===== config.mk =====
export PLATFORM = sky130hd
export DESIGN_NAME = alu_status_unit_flat
export DESIGN_NICKNAME = d
export VERILOG_FILES = /design/src/rtl/alu_status_unit_if.sv /design/src/rtl/alu_status_unit.sv /design/src/flat_wrapper.sv
export SDC_FILE = /design/constraint.sdc
export NUM_CORES = 1
export LEC_CHECK = 0
export CAP_MARGIN = 20
export CORE_ASPECT_RATIO = 1.5
export CORE_UTILIZATION = 39
export DETAILED_ROUTE_END_ITERATION = 8
export PLACE_DENSITY = 0.85
export SLEW_MARGIN = 10
export SYNTH_ARGS = -nofsm -noshare
export SYNTH_HDL_FRONTEND = slang
export SYNTH_SLANG_ARGS = --single-unit
export TNS_END_PERCENT = 5

===== constraint.sdc =====
create_clock -name clk -period 3.8 [get_ports clk]
set_clock_uncertainty 0.2 [all_clocks]
set_input_delay 1.14 -clock clk [delete_from_list [all_inputs] [get_ports clk]]
set_output_delay 1.14 -clock clk [all_outputs]
set_load 0.01 [all_outputs]

===== src/rtl/alu_status_unit_if.sv =====
`default_nettype none
// ============================================================================
// Module      : alu_status_unit_if
// Description : Signal bundle between the adder/control side and the ALU
//               status/trap stage. The master drives the ALU result and the
//               handshake acknowledge; the slave (status unit) returns the
//               flags, the overflow bookkeeping and the exception request.
// Revision    : 1.0 - initial release
// ============================================================================
interface alu_status_unit_if #(
  parameter int WIDTH = 32,
  parameter int CNT_W = 8
);
  // Result side
  logic             op_valid;
  logic [WIDTH-1:0] s;
  logic             carry_out;
  logic             sig_O;
  // Control side
  logic             trap_en;
  logic             clr_sticky;
  logic             exc_ack;
  // Status outputs
  logic             flag_n;
  logic             flag_z;
  logic             flag_c;
  logic             flag_v;
  logic             flags_valid;
  logic             ovf_sticky;
  logic [CNT_W-1:0] ovf_count;
  logic             exc_req;
  logic             exc_lost;

  modport master (
    output op_valid, s, carry_out, sig_O, trap_en, clr_sticky, exc_ack,
    input  flag_n, flag_z, flag_c, flag_v, flags_valid,
           ovf_sticky, ovf_count, exc_req, exc_lost
  );

  modport slave (
    input  op_valid, s, carry_out, sig_O, trap_en, clr_sticky, exc_ack,
    output flag_n, flag_z, flag_c, flag_v, flags_valid,
           ovf_sticky, ovf_count, exc_req, exc_lost
  );
endinterface
`default_nettype wire


===== src/rtl/alu_status_unit.sv =====
`default_nettype none
// ============================================================================
// Module      : alu_status_unit
// Description : Registered status/trap stage behind the 32-bit adder.
//               Captures N/Z/C/V, keeps a sticky overflow bit and a saturating
//               overflow counter, and raises an overflow exception request
//               to the control unit over a four-phase req/ack handshake.
// Revision    : 1.0 - initial release
// ============================================================================
module alu_status_unit #(
  parameter int WIDTH = 32,
  parameter int CNT_W = 8
) (
  input  wire               clk,
  input  wire               rst,
  alu_status_unit_if.slave  bus
);

  typedef enum logic [1:0] {
    ST_IDLE     = 2'd0,
    ST_REQ      = 2'd1,
    ST_WAIT_REL = 2'd2
  } state_t;

  localparam logic [CNT_W-1:0] C_CNT_MAX = {CNT_W{1'b1}};
  localparam logic [CNT_W-1:0] C_CNT_ONE = CNT_W'(1);

  state_t           state_q;
  logic             flag_n_q, flag_z_q, flag_c_q, flag_v_q;
  logic             flags_valid_q;
  logic             sticky_q, sticky_d;
  logic [CNT_W-1:0] cnt_q, cnt_d;
  logic             lost_q, lost_d;
  logic             exc_req_q;

  logic             w_ovf_ev;
  logic [CNT_W-1:0] w_cnt_base;

  // Overflow bookkeeping: a same-cycle clear is applied first, then the event.
  always_comb begin
    w_ovf_ev   = bus.op_valid & bus.sig_O;
    w_cnt_base = bus.clr_sticky ? '0 : cnt_q;
    cnt_d      = w_cnt_base;
    if (w_ovf_ev && (w_cnt_base != C_CNT_MAX)) begin
      cnt_d = w_cnt_base + C_CNT_ONE;
    end
    sticky_d = w_ovf_ev | (sticky_q & ~bus.clr_sticky);
    lost_d   = lost_q & ~bus.clr_sticky;
    if (w_ovf_ev && (state_q != ST_IDLE)) begin
      lost_d = 1'b1;
    end
  end

  // Flag capture and overflow status registers.
  always_ff @(posedge clk) begin
    if (rst) begin
      flag_n_q      <= 1'b0;
      flag_z_q      <= 1'b0;
      flag_c_q      <= 1'b0;
      flag_v_q      <= 1'b0;
      flags_valid_q <= 1'b0;
      sticky_q      <= 1'b0;
      cnt_q         <= '0;
      lost_q        <= 1'b0;
    end else begin
      flags_valid_q <= bus.op_valid;
      if (bus.op_valid) begin
        flag_n_q <= bus.s[WIDTH-1];
        flag_z_q <= (bus.s == '0);
        flag_c_q <= bus.carry_out;
        flag_v_q <= bus.sig_O;
      end
      sticky_q <= sticky_d;
      cnt_q    <= cnt_d;
      lost_q   <= lost_d;
    end
  end

  // Exception handshake FSM; exc_req is registered alongside the state.
  always_ff @(posedge clk) begin
    if (rst) begin
      state_q   <= ST_IDLE;
      exc_req_q <= 1'b0;
    end else begin
      case (state_q)
        ST_IDLE: begin
          // trap_en only matters here; a request is never withdrawn later.
          if (w_ovf_ev && bus.trap_en) begin
            state_q   <= ST_REQ;
            exc_req_q <= 1'b1;
          end
        end
        ST_REQ: begin
          if (bus.exc_ack) begin
            state_q   <= ST_WAIT_REL;
            exc_req_q <= 1'b0;
          end
        end
        ST_WAIT_REL: begin
          if (!bus.exc_ack) begin
            state_q <= ST_IDLE;
          end
        end
        default: begin
          state_q   <= ST_IDLE;
          exc_req_q <= 1'b0;
        end
      endcase
    end
  end

  assign bus.flag_n      = flag_n_q;
  assign bus.flag_z      = flag_z_q;
  assign bus.flag_c      = flag_c_q;
  assign bus.flag_v      = flag_v_q;
  assign bus.flags_valid = flags_valid_q;
  assign bus.ovf_sticky  = sticky_q;
  assign bus.ovf_count   = cnt_q;
  assign bus.exc_req     = exc_req_q;
  assign bus.exc_lost    = lost_q;

endmodule
`default_nettype wire


===== src/flat_wrapper.sv =====
// flat-port wrapper written by rule: the top's interface ports become plain ports
module alu_status_unit_flat 
#(
  parameter int WIDTH = 32,
  parameter int CNT_W = 8
)
  (clk, rst, bus_op_valid, bus_s, bus_carry_out, bus_sig_O, bus_trap_en, bus_clr_sticky, bus_exc_ack, bus_flag_n, bus_flag_z, bus_flag_c, bus_flag_v, bus_flags_valid, bus_ovf_sticky, bus_ovf_count, bus_exc_req, bus_exc_lost);
  alu_status_unit_if #(.WIDTH(WIDTH), .CNT_W(CNT_W)) bus_i ();
  input  wire clk;
  input  wire rst;
  input wire logic [$bits(bus_i.op_valid)-1:0] bus_op_valid;
  input wire logic [$bits(bus_i.s)-1:0] bus_s;
  input wire logic [$bits(bus_i.carry_out)-1:0] bus_carry_out;
  input wire logic [$bits(bus_i.sig_O)-1:0] bus_sig_O;
  input wire logic [$bits(bus_i.trap_en)-1:0] bus_trap_en;
  input wire logic [$bits(bus_i.clr_sticky)-1:0] bus_clr_sticky;
  input wire logic [$bits(bus_i.exc_ack)-1:0] bus_exc_ack;
  output wire logic [$bits(bus_i.flag_n)-1:0] bus_flag_n;
  output wire logic [$bits(bus_i.flag_z)-1:0] bus_flag_z;
  output wire logic [$bits(bus_i.flag_c)-1:0] bus_flag_c;
  output wire logic [$bits(bus_i.flag_v)-1:0] bus_flag_v;
  output wire logic [$bits(bus_i.flags_valid)-1:0] bus_flags_valid;
  output wire logic [$bits(bus_i.ovf_sticky)-1:0] bus_ovf_sticky;
  output wire logic [$bits(bus_i.ovf_count)-1:0] bus_ovf_count;
  output wire logic [$bits(bus_i.exc_req)-1:0] bus_exc_req;
  output wire logic [$bits(bus_i.exc_lost)-1:0] bus_exc_lost;
  assign bus_i.op_valid = bus_op_valid;
  assign bus_i.s = bus_s;
  assign bus_i.carry_out = bus_carry_out;
  assign bus_i.sig_O = bus_sig_O;
  assign bus_i.trap_en = bus_trap_en;
  assign bus_i.clr_sticky = bus_clr_sticky;
  assign bus_i.exc_ack = bus_exc_ack;
  assign bus_flag_n = bus_i.flag_n;
  assign bus_flag_z = bus_i.flag_z;
  assign bus_flag_c = bus_i.flag_c;
  assign bus_flag_v = bus_i.flag_v;
  assign bus_flags_valid = bus_i.flags_valid;
  assign bus_ovf_sticky = bus_i.ovf_sticky;
  assign bus_ovf_count = bus_i.ovf_count;
  assign bus_exc_req = bus_i.exc_req;
  assign bus_exc_lost = bus_i.exc_lost;
  alu_status_unit #(.WIDTH(WIDTH), .CNT_W(CNT_W)) u_core (.clk(clk), .rst(rst), .bus(bus_i));
endmodule

==> results of run 1 <==
==> critical path: cells and delay by family <==
family	cells	cell delay (ps)
simple gates	2	620
compound gates	2	290
buf+inv	1	630
==> power groups by stage <==
stage | Clock, W | Combinational, W | Sequential, W
3_3_place_gp | 0 | 0.0000733 | 0.000202
2_1_floorplan | 0 | 0.0000192 | 0.000204
5_1_grt | 0.000128 | 0.0000799 | 0.000199
4_1_cts | 0.000123 | 0.0000749 | 0.000198
3_5_place_dp | 0 | 0.0000747 | 0.000202
6_report | 0.000119 | 0.0000744 | 0.000198
==> layout by cell type, fill, tap and decap left out, types with 4 or more instances in the layout <==
cell type	instances
dfxtp_1	18
nor3b_1	4
nor2_1	7
nand2b_1	7
nor4_1	10
nand2_1	4
clkdlybuf4s50_1	55
a21oi_1	6
==> through the flow <==
stage	instances	cell area, um2
detailed placement	167	1440
global route	171	1470
global placement	167	1440
CTS	171	1470
floorplan	94	895
finish	171	1470
==> layout make-up <==
type | instances | area (um2) | area share, %
Timing Repair Buffer | 55 | 551 | 37.4
Multi-Input combinational cell | 71 | 495 | 33.6
Tap cell | 22 | 27.5 | 1.87
Inverter | 1 | 3.75 | 0.255
Sequential cell | 18 | 360 | 24.4
Clock buffer | 4 | 36.3 | 2.46
==> sequential cells by signal (all words and copies together) (netlist names) <==
register / count
u_core.bus.ovf_count: 8
u_core.bus.ovf_sticky: 1
u_core.bus.flag_c: 1
u_core.bus.flag_n: 1
u_core.bus.exc_req: 1
u_core.state_q: 2
u_core.bus.exc_lost: 1
u_core.bus.flags_valid: 1
u_core.bus.flag_v: 1
u_core.bus.flag_z: 1
==> cell usage after synthesis, types with 2 or more instances <==
cell type | number | share of area, %
nand2_1 | 4 | 1.7
o21ai_0 | 3 | 1.7
nor3b_1 | 4 | 3.4
nand2b_1 | 7 | 4.9
nor4_1 | 10 | 7.0
nor2b_1 | 2 | 1.4
nand4_1 | 3 | 2.1
buf_6 | 2 | 2.5
nor2_1 | 7 | 2.9
xnor2_1 | 3 | 2.9
mux2i_1 | 2 | 2.2
o211a_1 | 2 | 2.2
dfxtp_1 | 18 | 40
a21oi_1 | 6 | 3.4
==> path summary, 6_finish.rpt <==
kind | to | cells past startpoint
setup reg to reg | u_core.bus.ovf_count[5] | 4
hold reg to reg | u_core.bus.flag_v | 2
setup / recovery | u_core.bus.ovf_count[5] | 5
hold / removal | u_core.bus.flag_v | 2
==> logic make-up after synthesis <==
group / after synthesis / synth area share (%)
xor+xnor: 4 / 3.92
compound gates: 18 / 15.5
mux: 2 / 2.24
buf+inv: 5 / 4.33
flops: 18 / 40.3
simple gates: 47 / 33.7
==> per-layer routing <==
metal / routed length [um] / part of all wire [%] / GRT usage [%] / up-vias
li1: - / - / - / 463
met1: 813 / 35 / 18.9 / 446
met2: 1290 / 56 / 41.5 / 51
met3: 157 / 6.8 / 2.20 / 4
met4: 44 / 1.9 / 9.22 / 0
met5: 0 / 0 / 0 / -
==> impl_metrics.csv, run 1 <==
group,metric,value,unit
routing,drcViolationCount,0,
setup_path,cp.required,3800,ps
status,status,"completed",
global_routing,grt_pass1_vias,935,
clock_tree,clockRootBuffer,"clkbuf_4",
min_path,hold_path_class,"flop to flop",
routing,vias,964,
setup_path,critical-path-max-stage-delay,630,ps
global_routing,grt_max_degree,17,
sta,finalSetupTns,0,ps
power,comb_power_share,19.0,%
place,post-place-ws,798,ps
sta,tightest_slew,593,ps
routing,drt_first_pass_iters,2,
clock_tree,cts_max_path_buffers,2,
synth,synthDistinctLibCells,35,
floorplanning,initial_core_util,42.6,%
synth,synthCells,94,
cells_and_area,diodes,0,
power,powerDensity,265,mW/mm2
synth,syn_avg_cell_area,9.52,um2
clock_tree,hold_buffers,0,
setup_path,end_kind,"flop",
cells_and_area,nets,190,
power,seqPwrFrac,50.6,%
floorplanning,die_w,41.1,um
place,hpwlAfterDp,1.90,mm
synth,yosys_warnings,0,
power,swShare,22.1,%
sta,fmax,372,MHz
sta,grt_setup_unrepaired,"false",
power,power_switching,0.0000864,W
sta,worst_slack,1110,ps
setup_path,critical_path.cell_chain,"clkdlybuf4s50_1 > and4_1 > and4_2 > o311ai_0 > o211a_1",
global_routing,grt_pass1_wl,3.61,mm
routing,wl_per_cell,13.5,um
routing,first_iter_violations,3,
cells_and_area,fillerInstances,186,
setup_path,cp_max_fo,9,
floorplanning,dieArea,0.00249,mm2
setup_path,crit_arrival,2690,ps
synth,async_reset_ff_share,0,%
cells_and_area,drive_above_1_share,6.04,%
routing,final_antenna_net_count,0,
synth,synth_area,895,um2
setup_path,r2r-start,"u_core.bus.ovf_count[1]",
power,p_clk_share,30.4,%
synth,synth_flop_cell,"dfxtp_1",
synth,synth_nets,134,
cells_and_area,area_delta_synth_final,64.8,%
clock_tree,cts_tree,"yes",
floorplanning,io-pin-count,56,
cells_and_area,fin_util,70.1,%
clock_tree,htree_levels,1,
clock_tree,cts_sinks,18,
global_routing,gr-total-overflow,0,
setup_path,rrSetupSlack,2190,ps
sta,fin_crit,2690,ps
floorplanning,core_area,0.00210,mm2
clock_tree,postCtsSetupBuffers,0,
setup_path,worstSetupStartpoint,"bus_op_valid",
min_path,hold_start,"u_core.bus.flag_v",
synth,ys_seq_elements,18,
place,port_buffers,55,
sta,period_share,70.8,%
synth,synth_edf_count,0,
clock_tree,cts_resized,0,
power,finalPower,0.000391,W
power,p_leak,0.560,nW
place,globalplace.congestion,0.735,
routing,vias_per_cell,5.64,
clock_tree,cts_buffers,3,
power,p_int,0.000304,W
routing,wl,2.30,mm
power,vdd_drop_max,162,uV
floorplanning,rows,20,
sta,setup_violations,0,
synth,ys_seq_area_share,40.3,%
sta,hold_violations,0,
global_routing,grt.total_usage,20.8,%
clock_tree,insertion_delay,290,ps
sta,maxSlewHeadroom,60.3,%
floorplanning,die_y,60.7,um
global_routing,grt_antenna_before_repair,0,
clock_tree,clk_pin_slew,100,ps
setup_path,start_kind,"input port",
sta,holdWs,277,ps
setup_path,path_class,"input port to flop",
sta,final-max-slew-violation-count,0,
setup_path,cp_slowest_cell,"clkdlybuf4s50_1",
job,drv_cap,0,
No activity file was read; power rests on OpenSTA's default activity.
==> run 2: changes to the inputs <==
Settings changed: CORE_UTILIZATION 39 to 36, PLACE_DENSITY 0.85 to 0.79.
Clock period 3.8 ns to 2.7 ns, I/O delays scaled along.
==> impl_metrics.csv, run 2 (synthesized netlist as in run 1, its figures left out) <==
group,metric,value,unit
global_routing,grt_pass1_wl,4.08,mm
global_routing,grt.total_usage,19.5,%
setup_path,rrSetupSlack,1130,ps
routing,drt_first_pass_iters,4,
place,globalplace.congestion,0.896,
routing,wl,2.41,mm
routing,first_iter_violations,5,
status,status,"completed",
power,p_int,0.000431,W
cells_and_area,final_cells,176,
setup_path,end_kind,"output pin",
sta,fmax,424,MHz
place,hpwlAfterDp,2.03,mm
setup_path,reg2reg_to,"u_core.bus.ovf_count[5]",
power,p_leak,0.580,nW
power,finalPower,0.000553,W
place,port_buffers,55,
min_path,hold_path_class,"flop to flop",
clock_tree,clockRootBuffer,"clkbuf_4",
floorplanning,io-pin-count,56,
setup_path,r2r-start,"u_core.bus.ovf_count[2]",
floorplanning,core_area,0.00229,mm2
setup_path,critical-path-max-stage-delay,580,ps
sta,final-max-slew-violation-count,0,
clock_tree,cts_sinks,18,
floorplanning,rows,21,
sta,tightest_slew,436,ps
sta,maxSlewHeadroom,70.9,%
sta,setup_violations,0,
routing,final_antenna_net_count,0,
floorplanning,dieArea,0.00269,mm2
power,swShare,22.1,%
clock_tree,postCtsSetupBuffers,0,
cells_and_area,diodes,0,
clock_tree,htree_levels,1,
setup_path,start_kind,"flop",
routing,drcViolationCount,0,
global_routing,gr-total-overflow,0,
sta,finalSetupTns,0,ps
setup_path,critical_path.cell_chain,"clkdlybuf4s50_1",
sta,fin_crit,2360,ps
clock_tree,insertion_delay,290,ps
floorplanning,die_w,42.7,um
global_routing,grt_pass1_vias,956,
job,drv_cap,0,
power,comb_power_share,19.6,%
sta,period_share,87.3,%
setup_path,worstSetupStartpoint,"u_core.bus.ovf_count[3]",
clock_tree,cts_resized,0,
clock_tree,hold_buffers,0,
sta,hold_violations,0,
setup_path,cp.required,1690,ps
routing,wl_per_cell,13.7,um
cells_and_area,area_delta_synth_final,68.3,%
cells_and_area,nets,194,
sta,grt_setup_unrepaired,"false",
setup_path,path_class,"flop to output pin",
setup_path,crit_cells,1,
global_routing,grt_antenna_before_repair,0,
power,p_clk_share,30.1,%
power,powerDensity,368,mW/mm2
cells_and_area,drive_above_1_share,8.50,%
clock_tree,cts_buffers,3,
clock_tree,clk_pin_slew,100,ps
routing,vias,974,
global_routing,grt_max_degree,12,
min_path,hold_start,"u_core.bus.ovf_sticky",
cells_and_area,layout_common_cells,"clkdlybuf4s50_1 (55), dfxtp_1 (18), nor4_1 (10)",
power,power_switching,0.000122,W
setup_path,cp_max_fo,6,
setup_path,crit_arrival,1350,ps
clock_tree,cts_max_path_buffers,2,
setup_path,path_buf_inv,1,
cells_and_area,largest_register_ffs,8,
place,dpl.cell_count,172,
cells_and_area,final_common_cell,"clkdlybuf4s50_1",
power,vdd_drop_max,204,uV
power,seqPwrFrac,50.3,%
sta,holdWs,281,ps
setup_path,ff2ff_path_depth,4,
floorplanning,initial_core_util,39.1,%
setup_path,cp_slowest_cell,"clkdlybuf4s50_1",
setup_path,critPathTopFamily,"buffers and inverters",
clock_tree,cts_tree,"yes",
floorplanning,die_y,63.1,um
routing,vias_per_cell,5.53,
setup_path,endpoint,"bus_ovf_count[3]",
-- run 2: changes by cell type in the layout (fill, tap and decap cells not counted) --
cell / previous run / this run
buf_4: 0 / 4
-- run 2: per-stage QoR --
stage / setup slack (ps) / area (um2) / utilization [%]
2_1_floorplan: 711 / 895 / -
3_3_place_gp: 267 / 1470 / 64.3
3_5_place_dp: 189 / 1470 / 64.3
4_1_cts: 326 / 1510 / 65.8
5_1_grt: 268 / 1510 / 65.8
6_report: 344 / 1510 / 65.8
-- run 2: layer usage --
metal | wire (um) | track usage [%] | part of all wire [%]
met4 | 14 | 5.86 | 0.58
met1 | 812 | 18.6 | 34
met2 | 1390 | 38.3 | 58
met5 | 0 | 0 | 0
met3 | 192 | 5.16 | 8.0
-- run 2: cell type report --
cell class | instances | area (um2)
clock buffers | 4 | 36.3
repair buffers | 59 | 581
multi-input cells | 71 | 495
flip-flops and latches | 18 | 360
inverters | 1 | 3.75
well taps | 23 | 28.8
fillers | 193 | 781
-- run 2: power groups by stage --
stage                     clock (W)  sequential [W]  combinational, W
after floorplan                   0        0.000287         0.0000270
after detailed placement          0        0.000284          0.000110
after global routing       0.000181        0.000279          0.000117
final                      0.000167        0.000278          0.000109
after global placement            0        0.000284          0.000107
after CTS                  0.000169        0.000278          0.000110
-- run 2: worst min path at each step --
stage	endpoint	depth (start not counted)
finish	u_core.bus.ovf_sticky	2
global route	u_core.bus.ovf_sticky	2
CTS	u_core.bus.ovf_sticky	2
detailed placement	u_core.bus.ovf_sticky	2
global placement	u_core.bus.flag_v	2
floorplan	u_core.state_q[0]	1
==> run 3: changes to the inputs <==
Settings changed: CTS_CLUSTER_DIAMETER set to 100, PLACE_DENSITY 0.79 to 0.78.
==> impl_metrics.csv, run 3 (synthesized netlist as in run 1, its figures left out) <==
group,metric,value,unit
setup_path,start_kind,"flop",
min_path,hold-path-endpoint,"u_core.bus.flag_v",
clock_tree,cts_sinks,18,
cells_and_area,drive_above_1_share,8.50,%
cells_and_area,area_delta_synth_final,68.3,%
cells_and_area,fillerInstances,185,
setup_path,worstSetupStartpoint,"u_core.bus.ovf_count[3]",
sta,fmax,423,MHz
job,drv_cap,0,
power,vdd_drop_max,225,uV
clock_tree,clk_pin_slew,100,ps
power,p_leak,0.580,nW
global_routing,grt_max_degree,13,
cells_and_area,diodes,0,
floorplanning,dieArea,0.00269,mm2
setup_path,cp.required,1690,ps
setup_path,r2r-start,"u_core.bus.ovf_count[2]",
setup_path,cp_slowest_cell,"clkdlybuf4s50_1",
global_routing,grt_pass1_vias,984,
routing,first_iter_violations,27,
place,port_buffers,55,
clock_tree,cts_max_path_buffers,2,
cells_and_area,largest_register_ffs,8,
sta,hold_violations,0,
clock_tree,cts_resized,0,
status,status,"completed",
global_routing,grt_pass1_wl,3.81,mm
setup_path,critPathTopFamily,"buffers and inverters",
setup_path,cp_max_fo,6,
cells_and_area,nets,194,
sta,fin_crit,2360,ps
clock_tree,clockRootBuffer,"clkbuf_4",
setup_path,reg2reg_to,"u_core.bus.ovf_count[5]",
sta,maxSlewHeadroom,70.0,%
setup_path,path_class,"flop to output pin",
sta,period_share,87.5,%
cells_and_area,layout_common_cells,"clkdlybuf4s50_1 (55), dfxtp_1 (18), nor4_1 (10)",
setup_path,crit_arrival,1350,ps
setup_path,path_buf_inv,1,
setup_path,ff2ff_path_depth,4,
floorplanning,die_w,42.7,um
floorplanning,core_area,0.00229,mm2
min_path,hold_depth,2,
place,globalplace.congestion,0.874,
sta,finalSetupTns,0,ps
clock_tree,cts_tree,"yes",
power,finalPower,0.000549,W
cells_and_area,final_common_cell,"clkdlybuf4s50_1",
routing,vias,993,
sta,tightest_slew,449,ps
routing,drt_first_pass_iters,5,
clock_tree,cts_buffers,3,
routing,vias_per_cell,5.64,
routing,final_antenna_net_count,0,
global_routing,grt.total_usage,18.4,%
clock_tree,hold_buffers,0,
floorplanning,io-pin-count,56,
routing,drcViolationCount,0,
sta,grt_setup_unrepaired,"false",
setup_path,critical_path.cell_chain,"clkdlybuf4s50_1",
setup_path,end_kind,"output pin",
clock_tree,insertion_delay,290,ps
sta,setup_violations,0,
clock_tree,postCtsSetupBuffers,0,
routing,wl,2.27,mm
floorplanning,rows,21,
sta,final-max-slew-violation-count,0,
power,powerDensity,364,mW/mm2
global_routing,grt_antenna_before_repair,0,
min_path,hold_path_class,"flop to flop",
min_path,hold_start,"u_core.bus.flag_v",
clock_tree,htree_levels,1,
floorplanning,die_y,63.1,um
global_routing,gr-total-overflow,0,
setup_path,critical-path-max-stage-delay,590,ps
routing,wl_per_cell,12.9,um
floorplanning,initial_core_util,39.1,%
setup_path,rrSetupSlack,1090,ps
place,hpwlAfterDp,1.88,mm
-- run 3: cell counts in the layout (fill, tap and decap cells not counted) --
Identical to the previous run, type by type.
-- run 3: cell type report --
| cell class | count | area, um2 | share of cell area (%) |
|---|---|---|---|
| Clock buffer | 4 | 36.3 | 2.41 |
| Inverter | 1 | 3.75 | 0.249 |
| Multi-Input combinational cell | 71 | 495 | 32.9 |
| Sequential cell | 18 | 360 | 23.9 |
| Tap cell | 23 | 28.8 | 1.91 |
| Timing Repair Buffer | 59 | 581 | 38.6 |
-- run 3: where the power goes --
part           internal, W  switching (W)
Clock            0.0000821      0.0000814
Combinational    0.0000758      0.0000310
Sequential        0.000273     0.00000514
-- run 3: how the worst max path moves through the flow --
stage	end	slack [ps]	cells after the start
global placement	u_core.bus.ovf_count[0]	210	5
global route	bus_ovf_count[3]	270	1
floorplan	u_core.bus.ovf_count[5]	710	6
finish	bus_ovf_count[3]	340	1
CTS	bus_ovf_count[3]	330	1
detailed placement	u_core.bus.ovf_count[4]	170	6
-- run 3: layer usage --
| layer | global-route usage, % | up-vias | routed length (um) |
|---|---|---|---|
| met4 | 12.9 | 0 | 39 |
| met1 | 17.8 | 463 | 797 |
| met3 | 4.87 | 4 | 215 |
| met2 | 32.4 | 56 | 1210 |
| li1 | - | 470 | - |
| met5 | 0 | - | 0 |
-- run 3: stage by stage --
| step | utilization (%) | instance area, um2 | hold WS, ps | std cells | worst slack [ps] |
|---|---|---|---|---|---|
| after floorplan | - | 895 | 254 | 94 | 711 |
| after detailed placement | 64.3 | 1470 | 272 | 172 | 169 |
| after global placement | 64.3 | 1470 | 264 | 172 | 211 |
| final | 65.8 | 1510 | 279 | 176 | 337 |
| after global routing | 65.8 | 1510 | 316 | 176 | 268 |
| after CTS | 65.8 | 1510 | 287 | 176 | 334 |
